### src/rtl/enemy_table_ctrl.sv
// Enemy table owner: holds NUM_SLOTS enemy records in flops and schedules
// every access to them. A once-per-frame movement sweep walks the slots one
// per cycle; spawn and damage requests from game logic are served only while
// the sweep is idle. The pixel generator reads records combinationally.
//
// Record layout: [36]exist [35:24]y [23:12]x [11:5]hp [4:2]type [1:0]spd_cnt
module enemy_table_ctrl #(
    parameter int          NUM_SLOTS = 8,
    parameter int          SLOT_W    = 3,
    parameter logic [11:0] SPAWN_X   = 12'd0,
    parameter logic [11:0] BASE_X    = 12'd600
) (
    input  logic              clk,
    input  logic              rst,
    input  logic              clear,
    input  logic              frame_tick,
    input  logic              spawn_req,
    input  logic [11:0]       spawn_y,
    input  logic [6:0]        spawn_hp,
    input  logic [2:0]        spawn_type,
    output logic              spawn_ack,
    output logic              spawn_ok,
    input  logic              dmg_req,
    input  logic [SLOT_W-1:0] dmg_slot,
    input  logic [6:0]        dmg_amt,
    output logic              dmg_ack,
    output logic              kill,
    output logic              base_hit,
    input  logic [SLOT_W-1:0] rd_slot,
    output logic [36:0]       rd_data,
    output logic [SLOT_W:0]   alive_cnt,
    output logic              busy,
    output logic              tick_overrun
);

    typedef enum logic {
        ST_IDLE,
        ST_SWEEP
    } state_t;

    state_t            state;
    state_t            state_nxt;
    logic [36:0]       tbl_q [NUM_SLOTS];
    logic [SLOT_W-1:0] sweep_idx;
    logic              pending;

    logic              in_idle;
    logic              in_sweep;
    logic              last_slot;
    logic              start_sweep;
    logic              serve_dmg;
    logic              serve_spawn;

    logic              free_found;
    logic [SLOT_W-1:0] free_idx;
    logic [SLOT_W:0]   live_cnt;

    logic [36:0]       sw_rec;
    logic [12:0]       sw_x_sum;
    logic              sw_reach;
    logic [36:0]       sw_new;

    logic [36:0]       dm_rec;
    logic [6:0]        dm_hp;
    logic              dm_kill;
    logic [6:0]        sp_hp;

    // Hit points never go below zero; damage larger than hp simply empties it.
    function automatic logic [6:0] sat_sub_hp(input logic [6:0] hp, input logic [6:0] amt);
        return (hp > amt) ? (hp - amt) : 7'd0;
    endfunction

    assign in_idle   = (state == ST_IDLE);
    assign in_sweep  = (state == ST_SWEEP);
    assign last_slot = (sweep_idx == SLOT_W'(NUM_SLOTS - 1));

    // Priority in IDLE: sweep start, then damage, then spawn. A request whose
    // ack is currently high is the same transaction still being held, so it
    // is not served a second time.
    assign start_sweep = in_idle && (frame_tick || pending);
    assign serve_dmg   = in_idle && !start_sweep && dmg_req && !dmg_ack;
    assign serve_spawn = in_idle && !start_sweep && !serve_dmg && spawn_req && !spawn_ack;

    assign rd_data = tbl_q[rd_slot];

    // Lowest-index empty slot for a spawn, and the live-slot population count.
    always_comb begin
        free_found = 1'b0;
        free_idx   = '0;
        live_cnt   = '0;
        for (int i = NUM_SLOTS - 1; i >= 0; i--) begin
            if (!tbl_q[i][36]) begin
                free_found = 1'b1;
                free_idx   = SLOT_W'(i);
            end
        end
        for (int i = 0; i < NUM_SLOTS; i++) begin
            live_cnt = live_cnt + {{SLOT_W{1'b0}}, tbl_q[i][36]};
        end
    end

    // Movement step for the slot under the sweep pointer; x is widened by one
    // bit so a large BASE_X near the top of the range cannot be skipped by wrap.
    always_comb begin
        sw_rec   = tbl_q[sweep_idx];
        sw_x_sum = {1'b0, sw_rec[23:12]};
        if (sw_rec[1:0] == 2'd3) begin
            sw_x_sum = sw_x_sum + (sw_rec[4] ? 13'd2 : 13'd1);
        end
        sw_reach = sw_rec[36] && (sw_x_sum >= {1'b0, BASE_X});
        sw_new   = {sw_rec[36:24], sw_x_sum[11:0], sw_rec[11:2], sw_rec[1:0] + 2'd1};
    end

    // Damage result for the addressed slot and the initial hp of a new enemy.
    always_comb begin
        dm_rec  = tbl_q[dmg_slot];
        dm_hp   = sat_sub_hp(dm_rec[11:5], dmg_amt);
        dm_kill = dm_rec[36] && (dm_hp == 7'd0);
        sp_hp   = (spawn_hp == 7'd0) ? 7'd1 : spawn_hp;
    end

    // State register; clear behaves exactly like reset.
    always_ff @(posedge clk) begin
        if (rst || clear) begin
            state <= ST_IDLE;
        end else begin
            state <= state_nxt;
        end
    end

    // Next-state: a sweep covers every slot once, then returns to IDLE.
    always_comb begin
        state_nxt = state;
        case (state)
            ST_IDLE:  if (start_sweep) state_nxt = ST_SWEEP;
            ST_SWEEP: if (last_slot)   state_nxt = ST_IDLE;
            default:  state_nxt = ST_IDLE;
        endcase
    end

    // FSM outputs.
    always_comb begin
        busy = in_sweep;
    end

    // Table, handshake outputs, tick bookkeeping and population register.
    always_ff @(posedge clk) begin
        if (rst || clear) begin
            for (int i = 0; i < NUM_SLOTS; i++) begin
                tbl_q[i] <= '0;
            end
            sweep_idx    <= '0;
            pending      <= 1'b0;
            tick_overrun <= 1'b0;
            spawn_ack    <= 1'b0;
            spawn_ok     <= 1'b0;
            dmg_ack      <= 1'b0;
            kill         <= 1'b0;
            base_hit     <= 1'b0;
            alive_cnt    <= '0;
        end else begin
            spawn_ack <= serve_spawn;
            spawn_ok  <= serve_spawn && free_found;
            dmg_ack   <= serve_dmg;
            kill      <= serve_dmg && dm_kill;
            base_hit  <= in_sweep && sw_reach;
            alive_cnt <= live_cnt;

            if (in_sweep) begin
                sweep_idx <= last_slot ? '0 : sweep_idx + 1'b1;
                if (frame_tick) begin
                    if (pending) begin
                        tick_overrun <= 1'b1;
                    end else begin
                        pending <= 1'b1;
                    end
                end
                if (sw_rec[36]) begin
                    tbl_q[sweep_idx] <= sw_reach ? '0 : sw_new;
                end
            end else if (start_sweep) begin
                // A fresh tick arriving while a deferred one starts stays queued.
                pending <= pending && frame_tick;
            end

            if (serve_dmg && dm_rec[36]) begin
                tbl_q[dmg_slot] <= dm_kill ? '0 : {dm_rec[36:12], dm_hp, dm_rec[4:0]};
            end

            if (serve_spawn && free_found) begin
                tbl_q[free_idx] <= {1'b1, spawn_y, SPAWN_X, sp_hp, spawn_type, 2'b00};
            end
        end
    end

endmodule

### config.mk
export PLATFORM = sky130hd
export DESIGN_NAME = enemy_table_ctrl
export DESIGN_NICKNAME = d
export VERILOG_FILES = /design/src/rtl/enemy_table_ctrl.sv
export SDC_FILE = /design/constraint.sdc
export NUM_CORES = 1
export LEC_CHECK = 0
export ABC_AREA = 0
export BUFFER_PORTS_ARGS = -buffer_cell sky130_fd_sc_hd__buf_2
export CAP_MARGIN = 20
export CORE_UTILIZATION = 25
export CTS_BUF_LIST = sky130_fd_sc_hd__clkbuf_8
export CTS_CLUSTER_DIAMETER = 50
export CTS_CLUSTER_SIZE = 16
export DETAILED_ROUTE_END_ITERATION = 10
export REMOVE_ABC_BUFFERS = 1
export SLEW_MARGIN = 20
export SYNTH_ARGS = -nofsm -noshare
export SYNTH_HDL_FRONTEND = slang
export SYNTH_SLANG_ARGS = --single-unit
### constraint.sdc
create_clock -name clk -period 7.45 [get_ports clk]
set_clock_uncertainty 0.05 [all_clocks]
set_input_delay 0.3725 -clock clk [delete_from_list [all_inputs] [get_ports clk]]
set_output_delay 0.3725 -clock clk [all_outputs]
set_load 0.02 [all_outputs]
==> results of run 1 <==
worst max path at each step:
stage / to / slack [ps] / cells past startpoint
after floorplan: tbl_q[3][0] / -550 / 7
after global placement: tbl_q[3][26] / 1710 / 16
after detailed placement: tbl_q[5][26] / 1670 / 16
after CTS: tbl_q[3][12] / 1800 / 9
after global routing: tbl_q[7][5] / 1590 / 14
final: tbl_q[7][35] / 1820 / 14
through the flow:
step            util  setup TNS, ps  setup WS [ps]  hold WS [ps]
2_1_floorplan      -        -147660           -550           417
3_3_place_gp   0.274              0           1710           414
3_5_place_dp   0.274              0           1670           435
4_1_cts        0.282              0           1800          41.4
5_1_grt        0.282              0           1590          82.8
6_report       0.282              0           1820          64.1
state kept, by name (all words and copies together), names as in the netlist, named ones only:
name	count
spawn_ok	1
spawn_ack	1
dmg_ack	1
busy	1
base_hit	1
pending	1
tbl_q	296
kill	1
alive_cnt	4
sweep_idx	3
tick_overrun	1
cell type report:
cell class | instances | area (µm²) | share of cell area
clock buffer | 29 | 399 | 0.0182
sequential | 314 | 9260 | 0.422
multi-input combinational | 991 | 9890 | 0.451
clock inverter | 22 | 208 | 0.00947
tap | 1040 | 1300 | 0.0593
timing repair buffer | 131 | 778 | 0.0355
inverter | 25 | 93.8 | 0.00428
antenna | 1 | 2.50 | 0.000114
synthesized netlist by cell type, types with 8 or more instances:
library cell / n / area share
edfxtp_1: 296 / 0.45
mux4_2: 219 / 0.25
a21oi_1: 154 / 0.039
nand2_1: 112 / 0.021
o22ai_1: 104 / 0.033
nor2_1: 79 / 0.015
clkbuf_1: 61 / 0.012
mux2_2: 42 / 0.024
mux2i_1: 41 / 0.021
nor3_1: 35 / 0.0089
buf_2: 33 / 0.0084
inv_1: 24 / 0.0046
buf_1: 23 / 0.0044
o21ai_1: 19 / 0.0048
dfxtp_1: 18 / 0.018
ha_1: 15 / 0.0095
o21ai_0: 15 / 0.0038
nor4_1: 9 / 0.0028
and3b_1: 8 / 0.0035
xnor2_1: 8 / 0.0035
cells in the final DEF, fill, tap and decap left out, drive strengths merged, types with 29 or more instances in the layout:
cell type and instances:
mux2i 41, nor2 79, edfxtp 296, o22ai 109
mux2 42, nor3 36, buf 129, inv 32
o21ai 38, mux4 220, nand2 112, a21oi 158
clkbuf 29
kinds of logic after synthesis:
family                     count (synthesis)  share of synthesized area
AOI/OAI and AO/OA                        356                      0.110
and+or+nand+nor                          298                     0.0711
muxes                                    303                      0.296
adders and majority gates                 21                     0.0156
DFF                                      314                      0.468
xor gates and xnor gates                  13                    0.00576
buffers and inverters                    151                     0.0340
worst min-delay path: stages:
cell and delay [ps]:
buf_2 80, a21oi_2 100, a21oi_1 130
routing by layer:
metal  global-route usage  vias up  share of wire
met5                    0        -        0.00080
met4               0.0746        8          0.045
met3               0.0287      207           0.10
met2                0.293      971           0.50
met1                0.200     7581           0.35
li1                     -     6027              -
power groups by stage:
stage	Clock (mW)	Combinational, mW	Sequential, mW
5_1_grt	1.19	0.627	2.06
3_5_place_dp	0	0.591	2.09
6_report	1.13	0.593	2.06
2_1_floorplan	0	0.355	2.08
3_3_place_gp	0	0.585	2.08
4_1_cts	1.14	0.594	2.05
==> flow_summary.yaml, run 1 <==
outcome:
  outcome: "finished, final reports clean"
run:
  max_cap_violations: 0
die:
  core_mm2: 0.0778
  start_util: 0.254
  rows: 102
  design.die.area_mm2: 0.0802
  ioPinCount: 89
  die_w_um: 283
  dieHeight_um: 283
global_routing:
  antenna_found_initial: 7
  grt_usage: 0.167
  grt_pass1_wl_mm: 100
  overflow: 0
  grt_pass1_vias: 15000
  grt_max_degree: 51
min_path:
  min_from: "spawn_type[0]"
  worst_hold_path.endpoint: "tbl_q[2][2]"
  hp-class: "in -> reg"
  min_path_cells: 3
power_and_ir_drop:
  intPower_mw: 2.69
  ir_drop_uv: 164
  p_sw_mw: 1.08
  power_frac_comb: 0.157
  swShare: 0.287
  fin_total_pwr_mw: 3.78
  p_clk_frac: 0.299
  p_per_area_mw_per_mm2: 172
  seqPwrFrac: 0.544
  leakage_nw: 7.20
sta:
  final_max_slew_viol_count: 0
  rsz0062_at_grt: "no"
  slew-limit-headroom: 0.246
  fin_crit_ps: 5630
  hold_viol_final: 0
  fmax_mhz: 178
  min_period_over_period: 0.756
  worst_slew_pin_slew_ps: 1130
  finalSetupViolCount: 0
worst_setup_path:
  worst_r2r_endpoint: "tbl_q[7][35]"
  cpPeakStageDelay_ps: 780
  crit_path_start_kind: "flip-flop"
  crit_buf_inv: 2
  cp.required_ps: 7920
  slowest_stage: "dfxtp_4"
  rr_worst_depth: 14
  path_max_fanout: 28
  crit_type: "reg -> reg"
  crit_arrival_ps: 6100
  reg2reg_slack_ps: 1820
  cp_common_cell: "buf_4"
  critPathTopFamily: "compound AO/OA/AOI/OAI gates"
  end_kind: "flip-flop"
  crit_chain: "mux4_2 -> mux2i_1 -> ha_1 -> fa_1 -> and2_1 -> nand4b_1 -> nand3b_1 -> nor4bb_2 -> a31oi_2 -> a21oi_4 -> buf_4 -> o21ai_4 -> buf_4 -> o22ai_1"
synth:
  yosysSeqAreaShare: 0.468
  yosysUniqueCellTypes: 71
  synth_flop_cell: "edfxtp_1"
  syn_inst: 1456
  syn_avg_cell_area_um2: 13.6
  ys_seq_elements: 314
  synth_async_sr_flop_share: 0
  synth_warnings: 0
  netlist_area_mm2: 0.0198
  synth-edff-count: 296
clocking:
  postCtsHoldBufs: 2
  clock-root-buffer: "clkbuf_8"
  post_cts_resized: 0
  cts.htree.levels: 1
  tritoncts: "yes"
  clock_sinks: 314
  post_cts_buffers: 0
  insertion_delay_ps: 690
  cts_buffers: 29
  clk_pin_slew_worst_paths_ps: 110
  cts_max_path_buffers: 3
final_layout:
  nNetsFinal: 1554
  drive_gt1_frac: 0.313
  area_growth_pct: 11.0
  final_area_mm2: 0.0219
  n_fill_cell: 7907
  stdcell_count: 2553
route:
  drc_errors: 0
  first_iter_violations: 1829
  wl_mm: 69.2
  vias_per_cell: 5.79
  dr.pass1.iters: 6
  antenna_left: 0
  vias: 14800
  avgRoutedWirePerCell_um: 27.1
place:
  hpwl_mm: 40.7
  gp_congestion: 0.852
  dp_cells: 2499
  place_area_mm2: 0.0213
  portBuffers: 88
No activity file was read; power rests on OpenSTA's default activity.
==> inputs of run 2 (changes only) <==
==> constraint.sdc (replaced) <==
create_clock -name clk -period 5.35 [get_ports clk]
set_clock_uncertainty 0.05 [all_clocks]
set_input_delay 0.2675 -clock clk [delete_from_list [all_inputs] [get_ports clk]]
set_output_delay 0.2675 -clock clk [all_outputs]
set_load 0.02 [all_outputs]
==> flow_summary.yaml, run 2 (synthesized netlist as in run 1, its figures left out) <==
clocking:
  tritoncts: "yes"
  clock_sinks: 314
  cts_max_path_buffers: 3
  clk_pin_slew_worst_paths_ps: 90
  cts.htree.levels: 2
  post_cts_resized: 0
  insertion_delay_ps: 610
  cts_buffers: 34
  clock-root-buffer: "clkbuf_8"
route:
  drc_errors: 0
  vias_per_cell: 5.80
  avgRoutedWirePerCell_um: 26.8
  wl_mm: 69.3
  antenna_left: 0
  vias: 15000
  first_iter_violations: 1772
  dr.pass1.iters: 6
sta:
  rsz0062_at_grt: "no"
  slew-limit-headroom: 0.289
  final_max_slew_viol_count: 0
  finalSetupViolCount: 0
  fin_crit_ps: 4960
  hold_viol_final: 0
  min_period_over_period: 0.928
  worst_slew_pin_slew_ps: 1070
  fmax_mhz: 201
  setup_slack_ps: 387
global_routing:
  overflow: 0
  grt_max_degree: 48
  grt_pass1_vias: 15200
  grt_pass1_wl_mm: 101
  antenna_found_initial: 3
  grt_usage: 0.168
die:
  ioPinCount: 89
  rows: 102
  dieHeight_um: 283
  die_w_um: 283
  core_mm2: 0.0778
  start_util: 0.254
  design.die.area_mm2: 0.0802
place:
  place_area_mm2: 0.0216
  dp_slack_ps: 474
  portBuffers: 88
  hpwl_mm: 42.3
  gp_congestion: 0.860
final_layout:
  area_growth_pct: 13.5
  layout_common_cells: "296 x edfxtp_1, 219 x mux4_2, 154 x a21oi_1, 104 x nand2_1, 104 x o22ai_1"
  final_area_mm2: 0.0224
  seq_area_mm2: 0.00926
  largest_register_ffs: 296
  drive_gt1_frac: 0.329
  n_fill_cell: 7845
  top_register: "tbl_q"
  final_common_cell: "edfxtp_1"
  multi_input_area_mm2: 0.00987
  reg_top3: "tbl_q (296), alive_cnt (4), sweep_idx (3)"
  nNetsFinal: 1584
worst_setup_path:
  crit_arrival_ps: 5220
  rr_worst_depth: 13
  path_max_fanout: 18
  end_kind: "flip-flop"
  cpPeakStageDelay_ps: 790
  slowest_stage: "o21ai_4"
  crit_chain: "mux4_2 -> mux2i_1 -> inv_1 -> fa_1 -> and2_1 -> nand4b_1 -> nor2b_1 -> a31oi_1 -> a311o_2 -> a21oi_4 -> o21ai_4 -> buf_4 -> o22ai_1"
  worst_r2r_endpoint: "tbl_q[5][9]"
  reg2reg_slack_ps: 390
  crit_path_start_kind: "flip-flop"
  crit_type: "reg -> reg"
  cp.required_ps: 5610
power_and_ir_drop:
  leakage_nw: 7.48
  fin_total_pwr_mw: 5.64
  p_per_area_mw_per_mm2: 251
  ir_drop_uv: 124
min_path:
  min_from: "spawn_y[1]"
  min_path_cells: 3
  hp-class: "in -> reg"
  worst_hold_path.endpoint: "tbl_q[6][25]"
run:
  max_cap_violations: 0
outcome:
  outcome: "finished, final reports clean"
==> run 2: timing repair <==
action                    in CTS  in global routing
hold buffers                   2                  0
hold endpoints to repair       4                  0
setup buffers                  0                  0
==> run 2: final cells by class <==
class                           count  share of cell area
Multi-Input combinational cell    991               0.440
Sequential cell                   314               0.413
Tap cell                         1040              0.0580
Timing Repair Buffer              156              0.0480
Clock buffer                       35              0.0215
Clock inverter                     27              0.0152
Inverter                           25             0.00418
Antenna cell                        1            0.000112
==> run 2: stage by stage <==
step | instances | hold slack, ps | utilization | setup TNS [ps]
finish | 2589 | 41.7 | 0.288 | 0
floorplan | 1330 | 362 | - | -1279960
global placement | 2523 | 398 | 0.277 | 0
CTS | 2588 | 8.24 | 0.288 | 0
detailed placement | 2524 | 404 | 0.277 | 0
global route | 2589 | 55.2 | 0.288 | 0
==> run 2: critical path: cells and delay by family, from the launching register on <==
family	cells	cell delay (ps)
muxes	2	1100
and+or+nand+nor	3	490
buffers and inverters	2	540
adders and majority gates	1	400
DFF	1	520
AOI/OAI and AO/OA	5	1560
==> run 2: worst max-delay path by stage <==
| stage | start | endpoint | slack (ps) | cells past startpoint |
|---|---|---|---|---|
| final | flip-flop | tbl_q[5][9] | 390 | 13 |
| after global routing | flip-flop | tbl_q[5][9] | 110 | 14 |
| after CTS | flip-flop | tbl_q[1][4] | 460 | 15 |
| after detailed placement | dmg_slot[0] | tbl_q[5][34] | 470 | 16 |
| after global placement | dmg_slot[0] | tbl_q[0][23] | 460 | 16 |
| after floorplan | flip-flop | tbl_q[3][0] | -2650 | 7 |
==> run 2: report_power, final <==
part           total, mW  internal (mW)  switching, mW  leakage, nW
Sequential          2.86           2.78         0.0789         3.45
Combinational      0.841          0.345          0.496         3.61
Clock               1.94          0.916           1.02        0.420
==> run 2: layer usage <==
metal | vias up | global-route usage | wire length [µm]
met5 | - | 0 | 17
met4 | 4 | 0.0677 | 2490
met3 | 180 | 0.0280 | 6840
met2 | 1021 | 0.291 | 34900
met1 | 7705 | 0.207 | 25100
li1 | 6103 | - | -
==> inputs of run 3 (changes only) <==
--- a/config.mk
+++ b/config.mk
@@ -13,6 +13,7 @@
 export CTS_CLUSTER_DIAMETER = 50
 export CTS_CLUSTER_SIZE = 16
 export DETAILED_ROUTE_END_ITERATION = 10
+export HOLD_SLACK_MARGIN = 0.06
 export REMOVE_ABC_BUFFERS = 1
 export SLEW_MARGIN = 20
 export SYNTH_ARGS = -nofsm -noshare
==> flow_summary.yaml, run 3 (synthesized netlist as in run 1, its figures left out) <==
sta:
  min_period_over_period: 0.932
  fmax_mhz: 201
  rsz0062_at_grt: "no"
  worst_slew_pin_slew_ps: 1020
  finalSetupViolCount: 0
  slew-limit-headroom: 0.319
  setup_slack_ps: 366
  hold_viol_final: 0
  hold_ws_ps: 104
  fin_crit_ps: 4980
  final_max_slew_viol_count: 0
worst_setup_path:
  reg2reg_slack_ps: 370
  crit_chain: "mux4_2 -> mux2i_1 -> inv_1 -> ha_1 -> a21oi_1 -> nor2b_1 -> and4b_1 -> nand2_1 -> xor2_1 -> a311o_2 -> a21oi_4 -> buf_4 -> o21ai_2 -> buf_12 -> o22ai_1"
  path_max_fanout: 15
  end_kind: "flip-flop"
  crit_path_start_kind: "flip-flop"
  crit_arrival_ps: 5220
  cp.required_ps: 5580
  worst_r2r_endpoint: "tbl_q[1][4]"
  rr_worst_depth: 15
  cpPeakStageDelay_ps: 560
  slowest_stage: "mux2i_1"
  crit_type: "reg -> reg"
die:
  ioPinCount: 89
  design.die.area_mm2: 0.0802
  core_mm2: 0.0778
  start_util: 0.254
  dieHeight_um: 283
  rows: 102
  die_w_um: 283
clocking:
  cts_buffers: 34
  cts.htree.levels: 2
  clk_pin_slew_worst_paths_ps: 90
  clock_sinks: 314
  clock-root-buffer: "clkbuf_8"
  cts_max_path_buffers: 3
  tritoncts: "yes"
  insertion_delay_ps: 610
global_routing:
  antenna_found_initial: 3
  grt_usage: 0.168
  grt_pass1_vias: 15200
  overflow: 0
  grt_pass1_wl_mm: 101
  grt_max_degree: 48
place:
  portBuffers: 88
  hpwl_mm: 42.3
  dp_cells: 2524
  gp_congestion: 0.860
  dp_slack_ps: 474
min_path:
  worst_hold_path.endpoint: "spawn_ack"
  hp-class: "in -> reg"
  min_path_cells: 3
  min_from: "dmg_req"
route:
  highest_layer: "met5"
  vias: 15000
  vias_per_cell: 5.79
  avgRoutedWirePerCell_um: 26.7
  wl_met1_mm: 25.5
  met2_length_mm: 34.6
  first_iter_violations: 1905
  antenna_left: 0
  dr.pass1.iters: 6
  drc_errors: 0
  dr_wl_met3_mm: 6.54
  wl_mm: 69.3
final_layout:
  area_growth_pct: 13.6
  top_register: "tbl_q"
  layout_common_cells: "296 x edfxtp_1, 219 x mux4_2, 154 x a21oi_1, 104 x nand2_1, 104 x o22ai_1"
  n_fill_cell: 7843
  nNetsFinal: 1586
  stdcell_count: 2591
  final_common_cell: "edfxtp_1"
  multi_input_area_mm2: 0.00987
  seq_area_mm2: 0.00926
  drive_gt1_frac: 0.328
  largest_register_ffs: 296
  reg_top3: "tbl_q (296), alive_cnt (4), sweep_idx (3)"
outcome:
  outcome: "finished, final reports clean"
power_and_ir_drop:
  leakage_nw: 7.49
  ir_drop_uv: 121
  fin_total_pwr_mw: 5.64
  p_per_area_mw_per_mm2: 251
run:
  max_cap_violations: 0
## run 3: how the worst max path moves through the flow
stage	slack [ps]	startpoint	to	depth (start not counted)
final	370	flip-flop	tbl_q[1][4]	15
after global routing	110	flip-flop	tbl_q[5][9]	14
after CTS	460	flip-flop	tbl_q[1][4]	15
after detailed placement	470	dmg_slot[0]	tbl_q[5][34]	16
after global placement	460	dmg_slot[0]	tbl_q[0][23]	16
after floorplan	-2650	flip-flop	tbl_q[3][0]	7
## run 3: worst max-delay path: cells and delay by family, from the launching register on
| kind | cells | cell delay (ps) |
|---|---|---|
| AO/OA/AOI/OAI | 5 | 1230 |
| XOR/XNOR | 1 | 250 |
| AND/OR/NAND/NOR | 3 | 470 |
| flip-flops | 1 | 520 |
| adder cells (fa/ha/maj) | 1 | 330 |
| multiplexers | 2 | 1100 |
| buffers and inverters | 3 | 730 |
## run 3: repair_timing
action | CTS | global route
hold buffers | 4 | 0
endpoints found under the hold margin | 12 | 0
buffers inserted | 0 | 0
endpoints found under the setup margin | 0 | 0
gates resized for setup | 0 | 0
## run 3: area by class of cell
| cell class | instances | share of cell area |
|---|---|---|
| Antenna cell | 1 | 0.000111 |
| Sequential cell | 314 | 0.412 |
| Clock inverter | 27 | 0.0152 |
| Inverter | 25 | 0.00418 |
| Tap cell | 1040 | 0.0580 |
| Multi-Input combinational cell | 991 | 0.440 |
| Timing Repair Buffer | 158 | 0.0489 |
| Clock buffer | 35 | 0.0215 |
## run 3: through the flow
stage | TNS [ps] | utilization | area (µm²)
detailed placement | 0 | 0.277 | 21600
finish | 0 | 0.288 | 22500
floorplan | -1279960 | - | 19200
CTS | 0 | 0.288 | 22400
global route | 0 | 0.288 | 22500
global placement | 0 | 0.277 | 21600
## run 3: power breakdown
| group | internal, mW | switching, mW |
|---|---|---|
| registers | 2.78 | 0.0785 |
| logic | 0.346 | 0.496 |
| clock network | 0.916 | 1.02 |
## run 3: metal layers
layer,up-vias,global-route usage
met5,-,0
met4,4,0.0677
met3,185,0.0280
met2,991,0.291
met1,7720,0.207
li1,6105,-
